File: src/rtl/adc_frame_packer.sv
// Decimating averager feeding a byte-framed packetizer for the UART TX FIFO.
// Frame: HEADER, seq, {hi,lo} per averaged sample, XOR checksum of all preceding bytes.
module adc_frame_packer #(
  parameter int          DECIM_LOG2 = 4,
  parameter int          N_SAMPLES  = 4,
  parameter logic [7:0]  HEADER     = 8'hA5
) (
  input  logic        clk,
  input  logic        rst,
  input  logic [11:0] sample_i,
  input  logic        sample_valid_i,
  input  logic        sample_error_i,
  input  logic        fifo_full_i,
  output logic [7:0]  byte_o,
  output logic        byte_wr_o,
  output logic        busy_o,
  output logic [15:0] drop_cnt_o,
  output logic        adc_err_o
);
  localparam int AW = 12 + DECIM_LOG2;
  localparam int DW = (DECIM_LOG2 > 0) ? DECIM_LOG2 : 1;
  localparam int IW = (N_SAMPLES > 1) ? $clog2(N_SAMPLES) : 1;
  localparam logic [DW-1:0] DLAST    = DW'((1 << DECIM_LOG2) - 1);
  localparam logic [IW-1:0] IDX_LAST = IW'(N_SAMPLES - 1);

  typedef enum logic [2:0] {IDLE, HDR, SEQ, SHI, SLO, CHK} state_t;
  state_t state, state_d;

  logic [AW-1:0] acc, sum;
  logic [DW-1:0] dcnt;
  logic [IW-1:0] idx, k;
  logic [11:0]   avg;
  logic [11:0]   buffer [N_SAMPLES];
  logic [11:0]   shadow [N_SAMPLES];
  logic [7:0]    seq, chk;
  logic          accept, last_dec, handoff, start;

  assign accept   = sample_valid_i & ~sample_error_i;
  assign last_dec = accept & (dcnt == DLAST);
  assign sum      = acc + AW'(sample_i);
  assign avg      = sum[DECIM_LOG2 +: 12];
  assign handoff  = last_dec & (idx == IDX_LAST);
  assign start    = handoff & (state == IDLE);

  assign busy_o    = (state != IDLE);
  assign byte_wr_o = busy_o & ~fifo_full_i;

  always_ff @(posedge clk or posedge rst) begin
    if (rst) begin
      acc        <= '0;
      dcnt       <= '0;
      idx        <= '0;
      drop_cnt_o <= '0;
      adc_err_o  <= 1'b0;
    end else begin
      if (sample_valid_i & sample_error_i) adc_err_o <= 1'b1;
      if (last_dec) begin
        acc  <= '0;
        dcnt <= '0;
        idx  <= (idx == IDX_LAST) ? '0 : idx + 1'b1;
      end else if (accept) begin
        acc  <= sum;
        dcnt <= dcnt + 1'b1;
      end
      // A frame completing while the previous one is still in flight is lost.
      if (handoff && state != IDLE && drop_cnt_o != 16'hFFFF)
        drop_cnt_o <= drop_cnt_o + 16'd1;
    end
  end

  // Sample storage carries no reset; contents are only consumed after a handoff.
  always_ff @(posedge clk) begin
    if (last_dec) buffer[idx] <= avg;
    if (start)
      for (int i = 0; i < N_SAMPLES; i++)
        shadow[i] <= (i == N_SAMPLES - 1) ? avg : buffer[i];
  end

  always_ff @(posedge clk or posedge rst) begin
    if (rst) begin
      state <= IDLE;
      k     <= '0;
      seq   <= '0;
      chk   <= '0;
    end else begin
      state <= state_d;
      if (start) begin
        k   <= '0;
        chk <= '0;
      end else if (byte_wr_o) begin
        chk <= chk ^ byte_o;
        if (state == SLO && k != IDX_LAST) k <= k + 1'b1;
        if (state == CHK) seq <= seq + 8'd1;
      end
    end
  end

  always_comb begin
    state_d = state;
    byte_o  = 8'h00;
    case (state)
      IDLE: if (start) state_d = HDR;
      HDR: begin
        byte_o = HEADER;
        if (byte_wr_o) state_d = SEQ;
      end
      SEQ: begin
        byte_o = seq;
        if (byte_wr_o) state_d = SHI;
      end
      SHI: begin
        byte_o = {4'h0, shadow[k][11:8]};
        if (byte_wr_o) state_d = SLO;
      end
      SLO: begin
        byte_o = shadow[k][7:0];
        if (byte_wr_o) state_d = (k == IDX_LAST) ? CHK : SHI;
      end
      CHK: begin
        byte_o = chk;
        if (byte_wr_o) state_d = IDLE;
      end
      default: state_d = IDLE;
    endcase
  end
endmodule

File: config.mk
export PLATFORM = sky130hd
export DESIGN_NAME = adc_frame_packer
export DESIGN_NICKNAME = d
export VERILOG_FILES = /design/src/rtl/adc_frame_packer.sv
export SDC_FILE = /design/constraint.sdc
export NUM_CORES = 1
export LEC_CHECK = 0
export CORE_MARGIN = 2
export CORE_UTILIZATION = 25
export DETAILED_ROUTE_END_ITERATION = 16
export GPL_ROUTABILITY_DRIVEN = 0
export SKIP_CTS_REPAIR_TIMING = 1
export SLEW_MARGIN = 20
export SYNTH_ARGS = -nofsm -noshare
export SYNTH_HDL_FRONTEND = slang
export SYNTH_SLANG_ARGS = --single-unit
File: constraint.sdc
create_clock -name clk -period 2.9 [get_ports clk]
set_input_delay 0.435 -clock clk [delete_from_list [all_inputs] [get_ports clk]]
set_output_delay 0.435 -clock clk [all_outputs]
set_load 0.03 [all_outputs]
After elaboration in Yosys (flattened, before gate mapping)
Memories as Yosys holds them, arrays and structs flattened.
Cells that the tools add are included.
{ "classes": {"n_addsub": 6, "mul": 0, "div": 0, "n_lt_le_gt_ge": 0, "n_eq_ne": 16, "shifts": 0, "muxes": 23, "bitwise_logic": 10, "reduce_logical": 11} }
{ "op_table": {"columns": ["operator", "n"], "rows": [
  ["8-bit one-hot mux with 5 select lines", 1],
  ["16-bit two-way mux", 2],
  ["3-bit two-way mux", 7],
  ["3-bit one-hot mux with 6 select lines", 1],
  ["16-bit by 1-bit adder with 16-bit output (second input constant)", 1],
  ["16-bit by 12-bit adder with 16-bit output", 1],
  ["8-bit two-way mux", 2],
  ["16-bit inequality test (second input constant)", 1],
  ["2-bit inequality test (second input constant)", 7],
  ["8-bit by 1-bit adder with 8-bit output (second input constant)", 1],
  ["2-bit two-way mux", 4],
  ["4-bit two-way mux", 2],
  ["8-bit bitwise XOR", 1],
  ["1-bit bitwise AND", 6],
  ["3-bit by 2-bit equality test with 1-bit output (second input constant)", 2],
  ["3-bit equality test (second input constant)", 2],
  ["6-bit AND reduction", 1],
  ["2-bit nonzero test", 3],
  ["2-bit by 1-bit adder with 2-bit output (second input constant)", 2],
  ["4-bit by 1-bit adder with 4-bit output (second input constant)", 1],
  ["2-bit equality test (second input constant)", 2],
  ["4-bit equality test (second input constant)", 1],
  ["1-bit two-way mux", 4],
  ["3-bit by 1-bit equality test with 1-bit output (second input constant)", 1],
  ["6 further kinds", 10]
]} }
{ "totals": {"register_bits": 60, "latch_bits": 0, "ramBits": 96, "mem_bits_ro": 0, "in_bits": 17, "output_inout_bits": 27, "elab_cells": 77, "memories": 2} }
{ "memory_table": {"columns": ["memory", "words", "width", "rd", "rd_ports_with_merged_regs", "wr", "line", "rtl"], "rows": [
  ["buffer", 4, 12, 3, 0, 1, "33", "logic [11:0] buffer [N_SAMPLES];"],
  ["shadow", 4, 12, 1, 0, 4, "34", "logic [11:0] shadow [N_SAMPLES];"]
]} }

Logic depth before layout (Yosys ltp)
{ "logic_depth": {"ltp_word": 7, "depth_mapped": 9} }

Worst setup path before layout
OpenSTA, ideal clock, no wires.
{ "synth_path": {"path_type": "input -> register", "from": "in sample_error_i", "to": "mem shadow[0][0] (enable)", "setup_time_ps": 431, "arrival_ps": 2614, "required_time_ps": 2469, "setup_slack_ps": -145, "path_stages": 5, "path_buffers": 1, "cell_sequence": "nand3b_1 -> nor2_1 -> nand2_1 -> nor2_1 -> clkbuf_1"} }
{ "synth_lines": {"columns": ["item", "line", "rtl"], "rows": [
  ["start, declared", "12", "input logic sample_error_i,"],
  ["end, declared", "34", null]
]} }

Worst setup path after layout
{ "layout_path": {"from": "reg k[0]", "to": "out byte_o[1]"} }
{ "layout_between": {"elab_chain_cells": 2} }
{ "layout_lines": {"columns": ["item", "line", "rtl"], "rows": [
  ["start, declared", "31", "logic [IW-1:0] idx, k;"],
  ["start signal, assigned", "92", "if (state == SLO && k != IDX_LAST) k <= k + 1'b1;"],
  ["memory 4 x 12 bit", null, null],
  ["8-bit one-hot mux with 5 select lines", "101", "case (state)"],
  ["end, declared", "14", "output logic [7:0] byte_o,"]
]} }
No other way between the ends.

==> results.ini <==
[timing]
finalHoldViolCount=0
final.setup.tns_ns=0
hold_slack_ns=0.289
tightest_slew_ns=0.666
finalCritPeriodShare_pct=92.7
drv_slew=0
relSlewSlack_pct=55.3
post-route-min-period_ns=2.69
max_freq_ghz=0.372
rsz0062_at_grt=false
setup_viol=0
finClkSkew_ns=0.0117

[clock_network]
cts_root_buf=clkbuf_16
cts_buffers=17
clock-sinks=144
cts_tree=built
clockBufferDepth=2
ctsHtreeMaxLevel=4
clk_pin_slew_ns=0.06
insertion_delay_ns=0.42

[floorplan]
ioPinCount=44
core_area_um2=25200
die_w_um=164
rows=58
dieArea_um2=26900
initial_core_util_pct=25.4
die_y_um=164

[routing]
dr.pass1.iters=4
vias_per_cell=4.40
routed_wl_mm=12.4
wire_per_inst_um=14.0
via_count=3897
ant_nets=0
drc_errors=0
drt_iter0_drc=235

[global_routing]
antenna_found_initial=0
grt_start_max_net_pins=59
grt_pass1_vias=3880
track_usage_pct=9.95
grt_pass1_wl_mm=20.5
gr-total-overflow=0

[yosys]
ys_seq_elements=144
seq_area_frac_synth_pct=62.9
muxShareOfSynthArea_pct=6.14
synthTopCellsByCount=edfxtp_1 (84), dfrtp_1 (60), nand2_1 (39), nor2_1 (29), xnor2_1 (24)
synth_fa_ha_area_share_pct=4.22
ys_top_cells_by_area=edfxtp_1 (39%), dfrtp_1 (23%), mux4_1 (4.5%)
synth-simple-area-share_pct=10.1
post_synth_inst_count=464
ys_async_sr_fraction_pct=41.7
synth_top_family_by_area=simple AND/OR/NAND/NOR gates
ys_types=59
synth_compound_area_share_pct=9.05
synth_xor_area_share_pct=6.02
synth_most_common_cell=edfxtp_1
syn-num-nets=502
yosys.area.top_type=edfxtp_1
synth_edf_count=84
avgSynthCellArea_um2=13.8
netlist_area_um2=6400
synth-warning-count=0
synth_ff_type=edfxtp_1
synth.top_cell.area_share_pct=39.4

[power_and_ir_drop]
peakVddDrop_mv=0.482
powerDensity_nw_per_um2=927
leakagePower_nw=3.25

[setup_path]
cp_max_fo=13
cp-end-kind=primary output
crit_type=reg -> out
reg2reg_setup_slack_ns=0.50
worst_setup_path_start_kind=register
arrival_ns=2.25
cp.required_ns=2.47

[status]
status=finished, final reports clean

[placement]
io_buffers=43
dp_hpwl_mm=8.46

[final_layout]
nets=581
antenna_cells=0
area_delta_synth_final_pct=25.9
drive_gt1_share_pct=13.5

[min_path]
hold_class=in -> async

[run]
cap_violations=0

==> sequential cells by signal, summed over array words and instances, names as in the netlist <==
register / count
chk: 8
idx: 2
drop_cnt_o: 16
shadow: 48
buffer: 36
adc_err_o: 1
seq: 8
dcnt: 4
state: 3
k: 2
acc: 16
==> placed cells by master (no fill, tap or decap), types with 5 or more instances in the layout <==
cell	instances
a21o_1	8
a21oi_1	11
a22o_1	9
and2_1	5
and3_1	7
buf_4	26
clkbuf_16	17
clkdlybuf4s50_1	35
dfrtp_1	59
dlymetal6s2s_1	8
edfxtp_1	84
ha_1	20
inv_1	9
mux2i_1	7
mux4_1	11
nand2_1	39
nand2b_1	8
nand3_1	11
nand4_1	8
nor2_1	28
nor2b_1	5
o21ai_0	13
xnor2_1	24
xor2_1	20
==> layer usage <==
layer  routed length [um]  vias up  global-route usage (%)
met1                 6340     1913                    14.0
met2                 5460       69                    14.6
met4                  141        0                    3.27
li1                     -     1901                       -
met5                    0        -                       0
met3                  462       14                    3.01
==> area by class of cell <==
type / count / area (um^2)
multi-input combinational: 297 / 2280
clock buffer: 21 / 460
tap: 330 / 413
sequential: 144 / 4030
fill: 2491 / 17100
timing repair buffer: 72 / 706
inverter: 11 / 41.3
clock inverter: 11 / 129
==> final timing paths <==
check / startpoint / endpoint / cells after the start
max in group asynchronous: rst / k[1]$_DFFE_PP0P_ / 3
min reg2reg: buffer[1][2]$_DFFE_PP_ / shadow[1][2]$_DFFE_PP_ / 0
min: rst / drop_cnt_o[12]$_DFFE_PP0P_ / 2
min in group clk: buffer[1][2]$_DFFE_PP_ / shadow[1][2]$_DFFE_PP_ / 0
max: k[0]$_DFFE_PP0P_ / byte_o[1] / 5
max reg2reg: acc[0]$_DFFE_PP0P_ / buffer[1][10]$_DFFE_PP_ / 9
==> per-stage QoR <==
stage          worst slack, ns  total power [mW]  util (%)  instance area, um^2  cells
6_report                 0.213              7.47      32.0                 8060    886
3_3_place_gp            0.0236              5.34      29.6                 7450    854
3_5_place_dp           -0.0211              5.37      29.6                 7450    854
5_1_grt                 0.0626              7.93      32.0                 8060    886
2_1_floorplan            0.467              4.49         -                 6400    464
4_1_cts                 -0.207              7.56      31.9                 8040    886
==> logic make-up after synthesis <==
logic type,count (synthesis)
buffers and inverters,23
multiplexers,20
XOR/XNOR,44
flip-flops,144
AO/OA/AOI/OAI,81
AND/OR/NAND/NOR,131
adder cells (fa/ha/maj),21
==> report_power, final <==
group / switching (mW) / leakage (nW) / internal [mW]
registers: 0.272 / 1.51 / 2.61
logic: 1.35 / 1.45 / 1.08
clock network: 0.843 / 0.286 / 1.32
total: 2.47 / 3.25 / 5.00
==> critical path, stage by stage (launching register included) <==
cell and delay [ns]:
dfrtp_1 0.39, buf_12 0.17, mux4_1 0.62, mux2i_1 0.23, o22ai_1 0.15, dlymetal6s2s_1 0.27
(Power assumes the default switching activity.)
